===== config.mk =====
export PLATFORM = sky130hd
export DESIGN_NAME = fir_pcpi_controller
export DESIGN_NICKNAME = d
export VERILOG_FILES = /design/src/rtl/fir_pcpi_controller.sv
export SDC_FILE = /design/constraint.sdc
export NUM_CORES = 1
export LEC_CHECK = 0
export CAP_MARGIN = 30
export CORE_MARGIN = 5
export CORE_UTILIZATION = 48
export CTS_CLUSTER_DIAMETER = 100
export DETAILED_ROUTE_END_ITERATION = 16
export GPL_TIMING_DRIVEN = 0
export PLACE_DENSITY = 0.77
export SETUP_SLACK_MARGIN = 0.4
export SYNTH_ARGS = -nofsm -noshare
export SYNTH_HDL_FRONTEND = slang
export SYNTH_SLANG_ARGS = --single-unit
export TNS_END_PERCENT = 50

===== constraint.sdc =====
create_clock -name clk -period 6.44 [get_ports clk]
set_clock_uncertainty 0.1 [all_clocks]
set_input_delay 0.644 -clock clk [delete_from_list [all_inputs] [get_ports clk]]
set_output_delay 0.644 -clock clk [all_outputs]
set_load 0.05 [all_outputs]

===== src/rtl/fir_pcpi_controller.sv =====
// PCPI sequencer for the FIR accelerator: decodes custom-0 FIR instructions,
// drives datapath strobes, times the adder tree and answers the CPU.
module fir_pcpi_controller #(
  parameter int WIDTH_COEFFICIENT = 32,
  parameter int N_MAX             = 8,
  parameter int K_MAX             = 512,
  parameter int NUM_ADD_CLK       = 4
) (
  input  logic                            clk,
  input  logic                            resetn,
  input  logic                            pcpi_valid,
  input  logic [31:0]                     pcpi_insn,
  input  logic [31:0]                     pcpi_rs1,
  input  logic [31:0]                     pcpi_rs2,
  output logic                            pcpi_wr,
  output logic [31:0]                     pcpi_rd,
  output logic                            pcpi_wait,
  output logic                            pcpi_ready,
  output logic [$clog2(K_MAX):0]          cfg_k,
  output logic [$clog2(N_MAX):0]          cfg_n,
  output logic                            coef_we,
  output logic [$clog2(K_MAX*N_MAX)-1:0]  coef_addr,
  output logic [WIDTH_COEFFICIENT-1:0]    coef_wdata,
  output logic                            smp_push,
  output logic [N_MAX-1:0]                smp_data,
  output logic                            calc_start,
  input  logic [WIDTH_COEFFICIENT-1:0]    acc_result
);
  localparam int KW = $clog2(K_MAX) + 1;
  localparam int NW = $clog2(N_MAX) + 1;
  localparam int AW = $clog2(K_MAX * N_MAX);
  localparam int CW = $clog2(NUM_ADD_CLK + 1);

  typedef enum logic [2:0] {IDLE, EXEC, CALC_WAIT, RESP, COOL} state_t;

  state_t                        state_reg, state_next;
  logic [2:0]                    op_reg, op_next;
  logic [31:0]                   rs1_reg, rs1_next;
  logic [3:0]                    nfield_reg, nfield_next;
  logic [KW-1:0]                 fill_reg, fill_next;
  logic [KW-1:0]                 cfg_k_reg, cfg_k_next;
  logic [NW-1:0]                 cfg_n_reg, cfg_n_next;
  logic [CW-1:0]                 cnt_reg, cnt_next;
  logic                          wr_reg, wr_next, ready_reg, ready_next, wait_reg, wait_next;
  logic [31:0]                   rd_reg, rd_next;
  logic                          coef_we_reg, coef_we_next;
  logic [AW-1:0]                 coef_addr_reg, coef_addr_next;
  logic [WIDTH_COEFFICIENT-1:0]  coef_wdata_reg, coef_wdata_next;
  logic                          push_reg, push_next, calc_reg, calc_next;
  logic [N_MAX-1:0]              smp_data_reg, smp_data_next;

  logic        claimed, cfg_ok, calc_ok;
  logic [9:0]  k_field;
  logic [31:0] product, status_word, result;
  logic [KW-1:0] fill_inc;
  logic        unused_insn_bits;

  assign unused_insn_bits = &{1'b0, pcpi_insn[24:15], pcpi_insn[11:7]};
  assign claimed = pcpi_valid && (pcpi_insn[6:0] == 7'b0001011) &&
                   (pcpi_insn[31:25] == 7'b0000001) && (pcpi_insn[14:12] <= 3'd4);
  assign k_field = rs1_reg[9:0];
  assign cfg_ok  = (k_field != 10'd0) && (32'(k_field) <= 32'(K_MAX)) &&
                   (nfield_reg != 4'd0) && (32'(nfield_reg) <= 32'(N_MAX));
  // Full-width product so that rs1 upper bits take part in the range check
  assign product = 32'(cfg_k_reg) * 32'(cfg_n_reg);
  assign calc_ok = (fill_reg == cfg_k_reg);
  assign fill_inc = (fill_reg >= cfg_k_reg) ? cfg_k_reg : fill_reg + KW'(1);
  assign status_word = (32'(fill_reg) << 16) | ((32'(cfg_n_reg) & 32'hF) << 12) |
                       (32'(cfg_k_reg) & 32'hFFF);

  always_comb begin
    state_next      = state_reg;
    op_next         = op_reg;
    rs1_next        = rs1_reg;
    nfield_next     = nfield_reg;
    fill_next       = fill_reg;
    cfg_k_next      = cfg_k_reg;
    cfg_n_next      = cfg_n_reg;
    cnt_next        = cnt_reg;
    wr_next         = 1'b0;
    ready_next      = 1'b0;
    wait_next       = 1'b0;
    rd_next         = 32'd0;
    coef_we_next    = 1'b0;
    coef_addr_next  = '0;
    coef_wdata_next = '0;
    push_next       = 1'b0;
    smp_data_next   = '0;
    calc_next       = 1'b0;
    result          = 32'd0;
    case (state_reg)
      IDLE: begin
        if (claimed) begin
          op_next     = pcpi_insn[14:12];
          rs1_next    = pcpi_rs1;
          nfield_next = pcpi_rs2[3:0];
          state_next  = EXEC;
          wait_next   = 1'b1;
          // Strobes are registered here so they appear exactly in the EXEC cycle
          case (pcpi_insn[14:12])
            3'd1: if (pcpi_rs1 < product) begin
              coef_we_next    = 1'b1;
              coef_addr_next  = pcpi_rs1[AW-1:0];
              coef_wdata_next = WIDTH_COEFFICIENT'(pcpi_rs2);
            end
            3'd2: begin
              push_next     = 1'b1;
              smp_data_next = pcpi_rs1[N_MAX-1:0];
            end
            3'd3: if (calc_ok) begin
              calc_next = 1'b1;
              cnt_next  = CW'(NUM_ADD_CLK);
            end
            default: ;
          endcase
        end
      end
      EXEC: begin
        wait_next = 1'b1;
        cnt_next  = cnt_reg - CW'(1);
        case (op_reg)
          3'd0: begin
            if (cfg_ok) begin
              cfg_k_next = KW'(k_field);
              cfg_n_next = NW'(nfield_reg);
              fill_next  = '0;
            end
            result = cfg_ok ? 32'd0 : 32'd1;
          end
          3'd1: result = (rs1_reg < product) ? 32'd0 : 32'd1;
          3'd2: begin
            fill_next = fill_inc;
            result    = 32'(fill_inc);
          end
          3'd3: result = 32'hFFFF_FFFF;
          default: result = status_word;
        endcase
        if (op_reg == 3'd3 && calc_ok) begin
          state_next = CALC_WAIT;
        end else begin
          state_next = RESP;
          ready_next = 1'b1;
          wr_next    = 1'b1;
          rd_next    = result;
        end
      end
      CALC_WAIT: begin
        wait_next = 1'b1;
        if (cnt_reg == '0) begin
          state_next = RESP;
          ready_next = 1'b1;
          wr_next    = 1'b1;
          rd_next    = 32'(acc_result);
        end else begin
          cnt_next = cnt_reg - CW'(1);
        end
      end
      RESP:    state_next = COOL;
      // The core drops valid one cycle late; ignore it here
      COOL:    state_next = IDLE;
      default: state_next = IDLE;
    endcase
  end

  always_ff @(posedge clk) begin
    if (!resetn) begin
      state_reg      <= IDLE;
      op_reg         <= 3'd0;
      rs1_reg        <= 32'd0;
      nfield_reg     <= 4'd0;
      fill_reg       <= '0;
      cfg_k_reg      <= KW'(K_MAX);
      cfg_n_reg      <= NW'(N_MAX);
      cnt_reg        <= '0;
      wr_reg         <= 1'b0;
      ready_reg      <= 1'b0;
      wait_reg       <= 1'b0;
      rd_reg         <= 32'd0;
      coef_we_reg    <= 1'b0;
      coef_addr_reg  <= '0;
      coef_wdata_reg <= '0;
      push_reg       <= 1'b0;
      smp_data_reg   <= '0;
      calc_reg       <= 1'b0;
    end else begin
      state_reg      <= state_next;
      op_reg         <= op_next;
      rs1_reg        <= rs1_next;
      nfield_reg     <= nfield_next;
      fill_reg       <= fill_next;
      cfg_k_reg      <= cfg_k_next;
      cfg_n_reg      <= cfg_n_next;
      cnt_reg        <= cnt_next;
      wr_reg         <= wr_next;
      ready_reg      <= ready_next;
      wait_reg       <= wait_next;
      rd_reg         <= rd_next;
      coef_we_reg    <= coef_we_next;
      coef_addr_reg  <= coef_addr_next;
      coef_wdata_reg <= coef_wdata_next;
      push_reg       <= push_next;
      smp_data_reg   <= smp_data_next;
      calc_reg       <= calc_next;
    end
  end

  assign pcpi_wr    = wr_reg;
  assign pcpi_rd    = rd_reg;
  assign pcpi_wait  = wait_reg;
  assign pcpi_ready = ready_reg;
  assign cfg_k      = cfg_k_reg;
  assign cfg_n      = cfg_n_reg;
  assign coef_we    = coef_we_reg;
  assign coef_addr  = coef_addr_reg;
  assign coef_wdata = coef_wdata_reg;
  assign smp_push   = push_reg;
  assign smp_data   = smp_data_reg;
  assign calc_start = calc_reg;
endmodule


* After elaboration in Yosys (flattened, before gate mapping)
Cells that the tools add are included.
** Cells by class
- $add $sub $neg :: 2
- Multipliers :: 1
- $lt $le $gt $ge :: 6
- Equal/unequal tests :: 18
- Multiplexer cells :: 26
- Bitwise gates (word level) :: 2
- Reductions and logical operators :: 25
** Operators with widths (number)
- 32-bit case mux with 4 select lines :: 1
- 32-bit by 14-bit < comparator with 1-bit output :: 2
- 32-bit 2-to-1 mux :: 2
- 32-bit case mux with 2 select lines :: 1
- 26-bit by 10-bit bitwise OR with 26-bit output :: 1
- 26-bit by 16-bit bitwise OR with 26-bit output :: 1
- 10-bit 2-to-1 mux :: 2
- 10-bit case mux with 2 select lines :: 1
- 3-bit by 2-bit == test with 1-bit output, second input constant :: 6
- 3-bit 2-to-1 mux :: 6
- 10-bit by 4-bit multiplier with 14-bit output :: 1
- 3-bit case mux with 4 select lines :: 1
- 4-bit AND reduction :: 3
- 10-bit by 1-bit adder with 10-bit output, second input constant :: 1
- 10-bit == test :: 1
- 10-bit greater-or-equal comparator :: 1
- 10-bit less-or-equal comparator, second input constant :: 1
- 2-bit != test, second input constant :: 5
- 5-bit AND reduction :: 2
- 10-bit nonzero test :: 1
- 3-bit by 1-bit == test with 1-bit output, second input constant :: 3
- 3-bit zero test :: 3
- 1-bit 2-to-1 mux :: 9
- 3-bit case mux with 3 select lines :: 1
- other kinds (14) :: 24
** Word-level totals
- Register bits after elaboration :: 158
- Input bits :: 131
- Output and inout port bits :: 104
- Word-level logic and storage cells :: 97

* Logic depth before layout (Yosys ltp)
- Word-level depth :: 8
- Depth in mapped cells :: 21
- Depth with buffers taken out :: 20

* Worst setup path before layout
No wires, ideal clock.
- Path kind :: reg2reg
- From :: register cfg_n_reg[3] (netlist: cfg_n[3])
- To :: register coef_addr_reg[11] (netlist: coef_addr[11])
- Library setup time :: 0.060 ns
- Data arrival time :: 4.917 ns
- Data required time :: 6.280 ns
- Path slack :: 1.363 ns
- Cell stages (with the launch flop) :: 21
- Path buffers :: 2
- Clock period less this slack :: 5.077 ns
- Cells stage by stage :: dfxtp_1 clkbuf_1 nand2_1 fa_1 fa_1 inv_1 fa_1 a21o_1 a21oi_1 o21bai_1 a21oi_1 o21ai_0 xnor2_1 ha_1 a21o_1 a21oi_1 o21ai_1 a21oi_1 maj3_2 clkbuf_1 and3_1
** On the way
- Word-level cells in the longest chain between the ends :: 3
** Ends and longest elaborated chain
- start, declared :: line 42 : logic [NW-1:0] cfg_n_reg, cfg_n_next;
- start signal, assigned :: line 173 : cfg_n_reg <= NW'(N_MAX);
- start signal, assigned :: line 192 : cfg_n_reg <= cfg_n_next;
- 10-bit by 4-bit multiplier with 14-bit output :: line 65 : assign product = 32'(cfg_k_reg) * 32'(cfg_n_reg);
- 32-bit by 14-bit < comparator with 1-bit output :: line 101 : 3'd1: if (pcpi_rs1 < product) begin
- 5-bit AND reduction (no source line)
- end signal, assigned :: line 199 : coef_addr_reg <= coef_addr_next;
- end, declared :: line 47 : logic [AW-1:0] coef_addr_reg, coef_addr_next;
Every way passes these cells.
A chain may end at the register's enable or synchronous reset.

* Worst setup path after layout
- From :: register cfg_n_reg[2] (netlist: cfg_n[2])
- To :: register coef_wdata_reg[16] (netlist: coef_wdata[16])
** On the way
- Word-level cells in the longest chain between the ends :: 3
** Ends and longest elaborated chain
- 10-bit by 4-bit multiplier with 14-bit output :: line 65
- 32-bit by 14-bit < comparator with 1-bit output :: line 101
- 5-bit AND reduction (no source line)
- end signal, assigned :: line 200 : coef_wdata_reg <= coef_wdata_next;
- end, declared :: line 48 : logic [WIDTH_COEFFICIENT-1:0] coef_wdata_reg, coef_wdata_next;
Every way passes these cells.

==> impl_metrics.json <==
{
  "outcome": "finished, final reports clean",
  "grt_pass1_vias": 7062,
  "h-tree-depth": 4,
  "r2r-start": "cfg_n[2]",
  "crit_fanout": 10,
  "worstSetupPathType": "reg -> reg",
  "postCtsSetupBuffers": 0,
  "setup_viol": 0,
  "die_y_um": 139,
  "synth_warnings": 0,
  "synth_cell_types": 59,
  "grt_max_degree": 19,
  "pwr_density_cell_nw_per_um2": 189,
  "cts_made_buffers": 17,
  "grt_use_total_pct": 23.0,
  "cts_tree": "built",
  "clockBufferDepth": 2,
  "start_kind": "flip-flop",
  "reg2reg_slack_ns": 0.87,
  "cts.sinks": 158,
  "worst_pin_slew_ns": 0.793,
  "required_ns": 6.72,
  "path_clk_slew_ns": 0.07,
  "overflow": 0,
  "pre_cts_slack_ns": 0.867,
  "initial_core_util_pct": 48.5,
  "dieWidth_um": 139,
  "ys_ff_latch": 158,
  "hold_viol": 0,
  "antenna_found_initial": 0,
  "synth-main-ff-cell": "dfxtp_1",
  "n_antenna_cell": 0,
  "peakVddDrop_mv": 0.182,
  "synth.net_count": 1101,
  "synthArstFlopShare_pct": 0,
  "hp-start": "rs1_reg[26]",
  "setup_tns_ns": 0,
  "r2r_cells": 20,
  "vias": 7187,
  "syn_to_final_growth_pct": 38.3,
  "layout.nets": 1338,
  "coreArea_sq_um": 16500,
  "portBuffers": 218,
  "min_path_cells": 2,
  "hold_path_class": "reg -> reg",
  "synth.cell_area_sq_um": 7990,
  "worst_slack_ns": 0.867,
  "clk_latency_ns": 0.43,
  "cts-resized-gates": 0,
  "synth_edf_count": 0,
  "drc": 0,
  "gp_congestion": 0.895,
  "ant_nets": 0,
  "fmax_mhz": 179,
  "drv_slew": 0,
  "rsz0062_at_grt": "false",
  "wirelength_um": 22200,
  "cts-root-buf": "clkbuf_16",
  "layout_min_cycle_time_ns": 5.57,
  "layout-drive-gt1-share_pct": 5.31,
  "p_leak_nw": 4.34,
  "syn_area_per_cell_sq_um": 8.89,
  "fp.dieArea_sq_um": 19300,
  "dr.pass1.iters": 5,
  "max_cap_viol_count": 0,
  "wire_per_inst_um": 16.2,
  "placementRows": 47,
  "holdBufCountCts": 0,
  "netlist_instances": 899,
  "grt_pass1_wl_um": 36100,
  "crit_arrival_ns": 5.85,
  "whs_endpoint": "rs1_reg[26]",
  "drt_iter0_markers": 391,
  "yosysSeqAreaShare_pct": 39.6,
  "io_pins": 235,
  "relSlewSlack_pct": 46.9,
  "crit_path_end_kind": "flip-flop",
  "viasPerCell": 5.25,
  "fin_crit_sh_pct": 86.5,
  "r2r_end": "coef_wdata[16]",
  "dp_hpwl_um": 17000
}
## layout by cell type, fill, tap and decap left out, types with 26 or more instances in the layout
master,n
a21oi_1,63
and2_1,38
o21ai_0,29
a21boi_1,40
ha_1,55
clkdlybuf4s50_1,218
nor2_1,26
clkbuf_1,34
dfxtp_1,158
and3_1,51
inv_1,48
nand2_1,138
## critical path, stage by stage (launching register included)
cell and delay [ns]:
dfxtp_1 0.41, clkbuf_1 0.36, nand2_1 0.14, fa_1 0.51
fa_1 0.55, inv_1 0.07, fa_1 0.45, a21o_1 0.19
a21oi_1 0.24, o21bai_1 0.09, a21oi_1 0.23, o21ai_0 0.19
xnor2_1 0.27, ha_1 0.30, a21o_1 0.19, a21oi_1 0.13
o21ai_1 0.08, a21oi_1 0.18, maj3_2 0.33, clkbuf_1 0.30
and3_1 0.21
## cell families (layout without fill, tap and decap cells)
kind of cell    count (synthesis)  count (layout)  synth area share, %
buf+inv                        97             347                 5.14
flops                         158             158                 39.6
simple gates                  348             348                 23.2
mux                            25              25                 3.15
xor+xnor                       21              21                 2.30
fa+ha+maj                      72              72                 12.8
compound gates                178             178                 13.9
## per-stage QoR
step	std cells	cell area, sq um	power (mW)	hold slack, ns	utilization (%)
2_1_floorplan	899	7990	1.02	0.330	-
6_report	1369	11100	2.09	0.350	67.1
3_3_place_gp	1337	10400	1.11	0.338	63.5
3_5_place_dp	1337	10400	1.11	0.346	63.5
4_1_cts	1369	11100	2.10	0.356	67.1
5_1_grt	1369	11100	2.16	0.378	67.1
## power breakdown
part           switching (mW)  internal (mW)
sequential          0.0000147          0.976
combinational          0.0360         0.0746
clock                   0.482          0.522
## layout make-up
cell class	instances	area [sq um]
flip-flops and latches	158	3160
inverters	49	184
fillers	1383	5420
well taps	220	275
clock inverters	15	176
multi-input cells	644	4420
clock buffers	17	425
repair buffers	218	2180
plain buffers	48	226
## cell usage after synthesis (all sizes together), types with 8 or more instances
library cell  number  area, sq um
a21boi            40          300
a21oi             63          315
and2              38          238
and3              52          330
buf               14         98.8
clkbuf            34          128
dfxtp            158         3160
fa                16          320
ha                55          688
inv               49          184
mux2i             24          240
nand2            138          518
nand3             13         65.1
nor2              27          104
nor2b             25          156
nor3              16         96.4
nor4              14          109
o21ai             38          190
xnor2             13          114
xor2               8         70.1
## metal layers
| metal | up-vias | GRT usage [%] | part of all wire [%] |
|---|---|---|---|
| li1 | 3564 | - | - |
| met1 | 3364 | 27.8 | 42 |
| met2 | 222 | 40.6 | 50 |
| met3 | 37 | 4.79 | 5.9 |
| met4 | 0 | 7.93 | 1.8 |
| met5 | - | 0 | 0 |
## worst max-delay path by stage
| stage | start | slack [ns] | endpoint |
|---|---|---|---|
| 6_report | cfg_n[2] | 0.87 | coef_wdata[16] |
| 2_1_floorplan | cfg_n[3] | 1.36 | coef_addr[11] |
| 4_1_cts | cfg_n[2] | 0.84 | coef_wdata[15] |
| 3_5_place_dp | cfg_n[2] | 0.87 | coef_wdata[15] |
| 5_1_grt | cfg_n[1] | 0.46 | coef_wdata[15] |
| 3_3_place_gp | cfg_n[2] | 0.97 | coef_wdata[15] |
Note: power is estimated with default switching activity, not from simulation.
